File: config.mk
export PLATFORM = sky130hd
export DESIGN_NAME = switch_requester_rt
export DESIGN_NICKNAME = d
export VERILOG_FILES = /design/src/rtl/switch_requester_rt.sv
export SDC_FILE = /design/constraint.sdc
export NUM_CORES = 1
export LEC_CHECK = 0
export ABC_AREA = 0
export ABC_CLOCK_PERIOD_IN_PS = 3880
export CORE_MARGIN = 2
export CORE_UTILIZATION = 56
export CTS_BUF_LIST = sky130_fd_sc_hd__clkbuf_4 sky130_fd_sc_hd__clkbuf_8
export DETAILED_ROUTE_END_ITERATION = 6
export PLACE_DENSITY = 0.88
export SYNTH_ARGS = -nofsm -noshare
export SYNTH_HDL_FRONTEND = slang
export SYNTH_SLANG_ARGS = --single-unit
File: constraint.sdc
create_clock -name clk_i -period 3.88 [get_ports clk_i]
set_clock_uncertainty 0.1 [all_clocks]
set_input_delay 0.388 -clock clk_i [delete_from_list [all_inputs] [get_ports clk_i]]
set_output_delay 0.388 -clock clk_i [all_outputs]
set_load 0.02 [all_outputs]
File: src/rtl/switch_requester_rt.sv
// Egress requester: pops frame descriptors from the sideband FIFO and streams each
// frame from the ingress buffer as an AXI-Stream packet, with timeout retry/drop.
module switch_requester_rt #(
    parameter int unsigned DATA_WIDTH        = 16,
    parameter int unsigned DEST_WIDTH        = 4,
    parameter int unsigned ADDR_WIDTH        = 11,
    parameter int unsigned TIMEOUT_CTR_WIDTH = 8,
    parameter int unsigned MAX_RETRIES       = 3,
    parameter int unsigned STAT_WIDTH        = 16
) (
    input  logic                             clk_i,
    input  logic                             rst_ni,
    input  logic [TIMEOUT_CTR_WIDTH-1:0]     cfg_timeout_i,
    input  logic                             cfg_retry_en_i,
    input  logic [DEST_WIDTH+ADDR_WIDTH:0]   sideband_rdata_i,
    input  logic                             sideband_empty_i,
    output logic                             sideband_ren_o,
    input  logic [DATA_WIDTH-1:0]            frame_rdata_i,
    input  logic [ADDR_WIDTH:0]              frame_rptr_i,
    input  logic                             frame_empty_i,
    output logic                             frame_ren_o,
    output logic                             frame_rrst_o,
    output logic [ADDR_WIDTH:0]              frame_rst_rptr_o,
    output logic [DATA_WIDTH-1:0]            egress_tdata_o,
    output logic [DEST_WIDTH-1:0]            egress_tdest_o,
    output logic                             egress_tvalid_o,
    output logic                             egress_tlast_o,
    input  logic                             egress_tready_i,
    output logic [STAT_WIDTH-1:0]            stat_sent_o,
    output logic [STAT_WIDTH-1:0]            stat_dropped_o,
    output logic [STAT_WIDTH-1:0]            stat_retries_o
);

    localparam int unsigned PTR_W   = ADDR_WIDTH + 1;
    localparam int unsigned TO_W    = TIMEOUT_CTR_WIDTH;
    localparam int unsigned RETRY_W = (MAX_RETRIES > 0) ? $clog2(MAX_RETRIES + 1) : 1;

    typedef enum logic [2:0] {
        S_IDLE, S_LOAD, S_REWIND, S_SEND, S_TIMEOUT, S_DROP, S_DONE
    } state_e;

    state_e                 state_q, state_d;
    logic [PTR_W-1:0]       start_ptr_q, start_ptr_d;
    logic [PTR_W-1:0]       end_ptr_q, end_ptr_d;
    logic [DEST_WIDTH-1:0]  dest_q, dest_d;
    logic [TO_W-1:0]        timeout_q, timeout_d;
    logic                   retry_en_q, retry_en_d;
    logic [RETRY_W-1:0]     retries_q, retries_d;
    logic                   beats_acc_q, beats_acc_d;
    logic [TO_W-1:0]        stall_q, stall_d;
    logic                   last_fetched_q, last_fetched_d;
    logic [DATA_WIDTH-1:0]  tdata_q, tdata_d;
    logic                   tlast_q, tlast_d;
    logic                   tvalid_q, tvalid_d;
    logic                   sb_ren_q, sb_ren_d;
    logic                   rrst_q, rrst_d;
    logic [PTR_W-1:0]       rst_rptr_q, rst_rptr_d;
    logic [STAT_WIDTH-1:0]  sent_q, sent_d;
    logic [STAT_WIDTH-1:0]  dropped_q, dropped_d;
    logic [STAT_WIDTH-1:0]  retry_stat_q, retry_stat_d;

    logic                   hs_c;
    logic                   fetch_c;
    logic [PTR_W-1:0]       rptr_inc_c;
    logic [PTR_W-1:0]       sb_end_c;

    assign sb_end_c   = sideband_rdata_i[DEST_WIDTH +: PTR_W];
    assign rptr_inc_c = frame_rptr_i + PTR_W'(1);
    assign hs_c       = tvalid_q & egress_tready_i;
    assign fetch_c    = (state_q == S_SEND) & ~last_fetched_q & ~frame_empty_i
                        & (~tvalid_q | egress_tready_i);

    // Next-state, datapath and statistics
    always_comb begin
        state_d        = state_q;
        start_ptr_d    = start_ptr_q;
        end_ptr_d      = end_ptr_q;
        dest_d         = dest_q;
        timeout_d      = timeout_q;
        retry_en_d     = retry_en_q;
        retries_d      = retries_q;
        beats_acc_d    = beats_acc_q;
        stall_d        = stall_q;
        last_fetched_d = last_fetched_q;
        tdata_d        = tdata_q;
        tlast_d        = tlast_q;
        tvalid_d       = tvalid_q;
        rst_rptr_d     = rst_rptr_q;
        sent_d         = sent_q;
        dropped_d      = dropped_q;
        retry_stat_d   = retry_stat_q;

        if (fetch_c) begin
            tdata_d  = frame_rdata_i;
            tlast_d  = (rptr_inc_c == end_ptr_q);
            tvalid_d = 1'b1;
            if (rptr_inc_c == end_ptr_q) last_fetched_d = 1'b1;
        end else if (hs_c) begin
            tvalid_d = 1'b0;
        end

        if ((state_q != S_SEND) || hs_c) stall_d = '0;
        else if (tvalid_q && !egress_tready_i) stall_d = stall_q + TO_W'(1);

        if (state_q != S_SEND) last_fetched_d = 1'b0;
        if ((state_q == S_SEND) && hs_c) beats_acc_d = 1'b1;

        case (state_q)
            S_IDLE: if (!sideband_empty_i) state_d = S_LOAD;
            S_LOAD: begin
                dest_d      = sideband_rdata_i[DEST_WIDTH-1:0];
                end_ptr_d   = sb_end_c;
                timeout_d   = cfg_timeout_i;
                retry_en_d  = cfg_retry_en_i;
                retries_d   = '0;
                beats_acc_d = 1'b0;
                state_d     = (sb_end_c == start_ptr_q) ? S_DROP : S_REWIND;
            end
            S_REWIND: state_d = S_SEND;
            S_SEND: begin
                if (hs_c && tlast_q) state_d = S_DONE;
                else if ((timeout_q != '0) && (stall_q == timeout_q)) state_d = S_TIMEOUT;
            end
            S_TIMEOUT: begin
                // Once a beat has left, a rewind would duplicate it downstream.
                if (retry_en_q && (retries_q < RETRY_W'(MAX_RETRIES)) && !beats_acc_q) begin
                    retries_d    = retries_q + RETRY_W'(1);
                    retry_stat_d = (retry_stat_q == '1) ? retry_stat_q : retry_stat_q + STAT_WIDTH'(1);
                    state_d      = S_REWIND;
                end else begin
                    state_d = S_DROP;
                end
            end
            S_DROP: begin
                start_ptr_d = end_ptr_q;
                dropped_d   = (dropped_q == '1) ? dropped_q : dropped_q + STAT_WIDTH'(1);
                state_d     = S_IDLE;
            end
            S_DONE: begin
                start_ptr_d = end_ptr_q;
                sent_d      = (sent_q == '1) ? sent_q : sent_q + STAT_WIDTH'(1);
                state_d     = S_IDLE;
            end
            default: state_d = S_IDLE;
        endcase

        if (state_d == S_TIMEOUT) tvalid_d = 1'b0;

        // Control pulses are registered so they coincide with the LOAD/REWIND/DROP states.
        sb_ren_d = (state_d == S_LOAD);
        rrst_d   = (state_d == S_REWIND) || (state_d == S_DROP);
        if (state_d == S_REWIND) rst_rptr_d = start_ptr_q;
        else if (state_d == S_DROP) rst_rptr_d = end_ptr_d;
    end

    always_ff @(posedge clk_i or negedge rst_ni) begin
        if (!rst_ni) begin
            state_q        <= S_IDLE;
            start_ptr_q    <= '0;
            end_ptr_q      <= '0;
            dest_q         <= '0;
            timeout_q      <= '0;
            retry_en_q     <= 1'b0;
            retries_q      <= '0;
            beats_acc_q    <= 1'b0;
            stall_q        <= '0;
            last_fetched_q <= 1'b0;
            tdata_q        <= '0;
            tlast_q        <= 1'b0;
            tvalid_q       <= 1'b0;
            sb_ren_q       <= 1'b0;
            rrst_q         <= 1'b0;
            rst_rptr_q     <= '0;
            sent_q         <= '0;
            dropped_q      <= '0;
            retry_stat_q   <= '0;
        end else begin
            state_q        <= state_d;
            start_ptr_q    <= start_ptr_d;
            end_ptr_q      <= end_ptr_d;
            dest_q         <= dest_d;
            timeout_q      <= timeout_d;
            retry_en_q     <= retry_en_d;
            retries_q      <= retries_d;
            beats_acc_q    <= beats_acc_d;
            stall_q        <= stall_d;
            last_fetched_q <= last_fetched_d;
            tdata_q        <= tdata_d;
            tlast_q        <= tlast_d;
            tvalid_q       <= tvalid_d;
            sb_ren_q       <= sb_ren_d;
            rrst_q         <= rrst_d;
            rst_rptr_q     <= rst_rptr_d;
            sent_q         <= sent_d;
            dropped_q      <= dropped_d;
            retry_stat_q   <= retry_stat_d;
        end
    end

    assign sideband_ren_o   = sb_ren_q;
    assign frame_ren_o      = fetch_c;
    assign frame_rrst_o     = rrst_q;
    assign frame_rst_rptr_o = rst_rptr_q;
    assign egress_tdata_o   = tdata_q;
    assign egress_tdest_o   = dest_q;
    assign egress_tvalid_o  = tvalid_q;
    assign egress_tlast_o   = tlast_q;
    assign stat_sent_o      = sent_q;
    assign stat_dropped_o   = dropped_q;
    assign stat_retries_o   = retry_stat_q;

endmodule

After elaboration in Yosys (flattened, before gate mapping)
Index checks and enable logic that the tools add are counted.

Register bits after elaboration: 132. Input bits: 58. Output and inout bits: 85. Word-level logic and storage cells: 101.

Add/sub/neg operators: 6. Order comparisons: 1. Eq/ne operators: 18. Mux-type cells: 21. Bitwise operators: 11. Reductions and logical operators: 25.

Operator list (count): 16-bit by 1-bit adder with 16-bit output (second input constant) (3); 16-bit == test (second input constant) (3); 12-bit two-way mux (3); 12-bit == test (2); 8-bit two-way mux (2); 3-bit == test (second input constant) (5); 3-bit two-way mux (5); 3-bit one-hot mux with 5 select lines (1); 12-bit by 1-bit adder with 12-bit output (second input constant) (1); 2-bit nonzero test (6); 3-bit by 2-bit == test with 1-bit output (second input constant) (3); 8-bit by 1-bit adder with 8-bit output (second input constant) (1); 8-bit == test (1); 1-bit two-way mux (8); 2-bit AND reduction (4); 8-bit nonzero test (1); 3-bit by 1-bit == test with 1-bit output (second input constant) (2); 1-bit logical AND (6); 1-bit inverter (6); 1-bit AND (4); 2-bit one-hot mux with 2 select lines (1); 3-bit zero test (1); 3-bit by 2-bit inequality test with 1-bit output (second input constant) (1); 3-bit AND reduction (1); 9 further kinds (11).

Depth between registers and ports, before layout
Depth after elaboration: 8. Mapped depth: 8. Mapped depth without buffers: 7.

Worst setup path before layout
Ideal clock, no wire load.

Path kind: reg-to-reg. From: register retries_q[0]. To: register rst_rptr_q[2], in the netlist frame_rst_rptr_o[2]. Setup time: 0.137 ns. Arrival: 2.120 ns. Required time: 3.643 ns. Path slack: 1.523 ns. Stages on the path, launching flop included: 9. Path buffers: 2. Clock period less this slack: 2.357 ns. Path through: dfrtp_1 ha_1 or3b_1 or4_1 clkbuf_1 o21ai_2 buf_4 mux2i_1 o21ai_0.

Cells in the longest elaborated chain, start to end: 7. Elaborated cells on any way between the ends: 9. Classes of those cells: order compare: 1; eq/ne: 2; mux: 3; reduce/logical: 3.

RTL lines: start: declaration (RTL line 48) `logic [RETRY_W-1:0] retries_q, retries_d;`; start signal: assignment (RTL line 184) `retries_q <= retries_d;`; 2-bit < comparator * (RTL line 126) `if (retry_en_q && (retries_q < RETRY_W'(MAX_RETRIES)) && !beats_acc_q) begin`; 1-bit logical AND * (2 in a row) (RTL line 126); 3-bit two-way mux * (RTL line 126); 3-bit one-hot mux with 5 select lines * (RTL line 108) `case (state_q)`; 3-bit by 2-bit == test with 1-bit output or 3-bit == test (tied branches) (RTL line 152, 153); 12-bit two-way mux or 2-bit nonzero test (tied branches); end signal: assignment (RTL line 193) `rst_rptr_q <= rst_rptr_d;`; end: declaration (RTL line 57) `logic [PTR_W-1:0] rst_rptr_q, rst_rptr_d;`.

Every way passes the cells marked *; elsewhere a longest branch is shown, timed or not. A chain may end at the register's enable or synchronous reset.

Worst setup path in the final report
From: register state_q[0]. To: output frame_ren_o.

Cells in the longest elaborated chain, start to end: 4.

RTL lines: start: declaration (RTL line 42) `state_e state_q, state_d;`; start signal: assignment (RTL line 178) `state_q <= state_d;`; 3-bit by 2-bit == test with 1-bit output (RTL line 70) `assign fetch_c = (state_q == S_SEND) & ~last_fetched_q & ~frame_empty_i`; 1-bit AND (2 in a row) (RTL line 70); 1-bit AND (RTL line 71) `& (~tvalid_q | egress_tready_i);`; end: declaration (RTL line 21) `output logic frame_ren_o,`.

Every way passes these cells.

==> impl_metrics.env <==
export IMPL_grt_use_total=0.2668
export IMPL_fin_crit_ps=3386
export IMPL_port_buffers=142
export IMPL_rr_worst_depth=8
export IMPL_crit_chain="nand3b_1, buf_4, or4_1, clkinv_1, clkdlybuf4s50_1"
export IMPL_synth_edf_count=0
export IMPL_cp_top_family="buffers and inverters"
export IMPL_yosys_top_cells_count="nand2_1 (168), dfrtp_1 (132), xnor2_1 (59)"
export IMPL_min_to="egress_tdest_o[0]$_DFFE_PN0P_"
export IMPL_min_from="egress_tdest_o[0]$_DFFE_PN0P_"
export IMPL_dr_first_iter_drc_count=367
export IMPL_dieArea_sq_mm=0.01202
export IMPL_relSlewSlack=0.3440
export IMPL_rsz0062_at_grt="false"
export IMPL_powerDensity_mw_per_mm2=403.5
export IMPL_max_stage_delay_ps=680
export IMPL_cts_hold_repair_buffers=1
export IMPL_grt_pass1_vias=5121
export IMPL_wl_per_cell_um=16.80
export IMPL_maxCapViolations=0
export IMPL_synth_seq_area_share=0.5284
export IMPL_io_pins=143
export IMPL_worstPathArrival_ps=2900
export IMPL_synth_top_cells_by_area="dfrtp_1 (53%), nand2_1 (10%), xnor2_1 (8.3%)"
export IMPL_asyncSetResetFlopFracSynth=1.000
export IMPL_antenna_found_initial=0
export IMPL_die_w_um=109.7
export IMPL_nFillCells=752
export IMPL_yosys_warnings=0
export IMPL_cts_tree="yes"
export IMPL_worst_slew_pin_slew_ps=983.9
export IMPL_worstHoldPathCells=2
export IMPL_cp_end_kind="output pin"
export IMPL_num_antenna_cells=0
export IMPL_met3_usage=0.05750
export IMPL_clock_latency_ps=430
export IMPL_synth_fp_nets=689
export IMPL_cp_num_buf_inv=3
export IMPL_r2r_end="last_fetched_q$_DFFE_PN0P_"
export IMPL_dr_pass1_iters=5
export IMPL_clock_sinks=132
export IMPL_fmax_mhz=295.3
export IMPL_use_met2=0.4674
export IMPL_ys_flop_type="dfrtp_1"
export IMPL_setup_violations=0
export IMPL_worstSetupPathType="flip-flop to output pin"
export IMPL_yosysTopAreaCell="dfrtp_1"
export IMPL_grt_busiest_layer="met2"
export IMPL_worstPathRequired_ps=3390
export IMPL_cts_buffers=17
export IMPL_synth_top_area_frac=0.5284
export IMPL_drtAntennaViolNets=0
export IMPL_cp_slowest_cell="clkdlybuf4s50_1"
export IMPL_grt_overflow_total=0
export IMPL_slew_viol_final=0
export IMPL_grt_pass1_wl_um=24320
export IMPL_synthCells=625
export IMPL_core_sq_mm=0.01089
export IMPL_leakagePower_nw=3.625
export IMPL_synth_most_common_cell="nand2_1"
export IMPL_grt_use_met1=0.3150
export IMPL_start_kind="flip-flop"
export IMPL_ir_drop_uv=244.7
export IMPL_post_cts_resized=0
export IMPL_reg2reg_from="state_q[0]$_DFF_PN0_"
export IMPL_place_congestion=0.8973
export IMPL_holdWs_ps=373.8
export IMPL_rrSetupSlack_ps=1000
export IMPL_clockBufferDepth=2
export IMPL_start_util=0.5741
export IMPL_tns_ps=0
export IMPL_status="completed"
export IMPL_min_period_over_period=0.8727
export IMPL_synth_cell_types=59
export IMPL_dp_hpwl_um=11010
export IMPL_root_buffer="clkbuf_8"
export IMPL_num_rows=38
export IMPL_critical_path_max_fanout=17
export IMPL_cts_max_level=4
export IMPL_area_growth_pct=32.21
export IMPL_min_path_type="flip-flop to flip-flop"
export IMPL_drive_gt1_frac=0.08142
export IMPL_netlist_area_sq_mm=0.006251
export IMPL_hold_viol=0
export IMPL_nets=837
export IMPL_die_h_um=109.7
export IMPL_via_per_inst=5.566
export IMPL_post_cts_buffers=0
export IMPL_grt_max_degree=70
export IMPL_drt_total_wl_um=15550
export IMPL_route_detailed_drc=0
export IMPL_vias=5154
export IMPL_clk_pin_slew_ps=70
export IMPL_syn_area_per_cell_sq_um=10.00
export IMPL_yosys_register_bits=132
through the flow:
stage                     total power, W  area, sq um  instances  setup slack (ps)  utilization
after floorplan                 0.001847         6251        625              1523            -
after CTS                       0.003355         8264        926             496.4       0.7590
final                           0.003335         8264        926             494.1       0.7590
after global routing            0.003479         8264        926             308.8       0.7590
after detailed placement        0.002130         7825        893             742.0       0.7187
after global placement          0.002107         7825        893             793.5       0.7187
flip-flops by register name (all words and copies together) (netlist names), 2 cells and up:
signal	count
stat_retries_o	16
end_ptr_q	12
retries_q	2
stat_sent_o	16
stall_q	8
start_ptr_q	12
stat_dropped_o	16
state_q	3
frame_rst_rptr_o	12
egress_tdata_o	16
egress_tdest_o	4
timeout_q	8
routing by layer:
| metal | share of wire | vias up | routed length, um |
|---|---|---|---|
| met5 | 0 | - | 0 |
| met4 | 0.023 | 0 | 361 |
| met3 | 0.051 | 31 | 791 |
| met2 | 0.52 | 179 | 8161 |
| met1 | 0.40 | 2531 | 6239 |
| li1 | - | 2413 | - |
cells in the final DEF (no fill, tap or decap), types with 5 or more instances in the layout:
cell	Yosys	layout
nand2_1	168	168
clkdlybuf4s50_1	0	141
dfrtp_1	132	132
xnor2_1	59	59
nor2_1	27	26
o21ai_0	24	24
nand3_1	24	24
xor2_1	22	22
clkbuf_8	0	21
nand4_1	16	16
mux2_2	13	13
mux2i_1	13	13
and3_1	9	9
inv_1	8	8
nor3_1	6	6
a22oi_1	6	6
nor4_1	6	6
ha_1	6	6
buf_4	1	6
a21oi_1	5	5
and4_1	5	5
and2_1	5	5
layout make-up:
| cell class | instances | area (sq um) | share of cell area |
|---|---|---|---|
| Multi-Input combinational cell | 464 | 2836 | 0.3432 |
| Inverter | 9 | 33.78 | 0.004088 |
| Tap cell | 140 | 175.2 | 0.02120 |
| Clock buffer | 23 | 304.0 | 0.03679 |
| Sequential cell | 132 | 3303 | 0.3997 |
| Clock inverter | 9 | 125.1 | 0.01514 |
| Timing Repair Buffer | 149 | 1486 | 0.1799 |
logic make-up (layout without fill, tap and decap cells):
logic type	Yosys count	in the layout	synth area share
and+or+nand+nor	287	287	0.2092
DFF	132	132	0.5284
xor gates and xnor gates	81	81	0.1135
AOI/OAI and AO/OA	64	64	0.07446
buffers and inverters	29	190	0.01821
muxes	26	26	0.04423
adders and majority gates	6	6	0.01201
where the power goes:
group          switching, W  leakage, nW  internal, W
logic              0.000280         1.79     0.000257
clock network      0.000511        0.219     0.000715
registers         0.0000928         1.62      0.00148
total              0.000884         3.63      0.00245
how the worst max path moves through the flow:
| stage | from | depth (start not counted) | end |
|---|---|---|---|
| 2_1_floorplan | retries_q[0]$_DFFE_PN0P_ | 8 | frame_rst_rptr_o[2]$_DFFE_PN0P_ |
| 3_3_place_gp | egress_tready_i | 5 | frame_ren_o |
| 3_5_place_dp | egress_tready_i | 5 | frame_ren_o |
| 4_1_cts | state_q[0]$_DFF_PN0_ | 5 | frame_ren_o |
| 5_1_grt | state_q[0]$_DFF_PN0_ | 5 | frame_ren_o |
| 6_report | state_q[0]$_DFF_PN0_ | 5 | frame_ren_o |
worst register-to-register path: cells and delay by family, from the launching register on:
family | cells | cell delay (ps)
AND/OR/NAND/NOR | 4 | 1040
AO/OA/AOI/OAI | 2 | 640
flip-flops | 1 | 590
buffers and inverters | 2 | 450
Note: power is estimated with default switching activity, not from simulation.
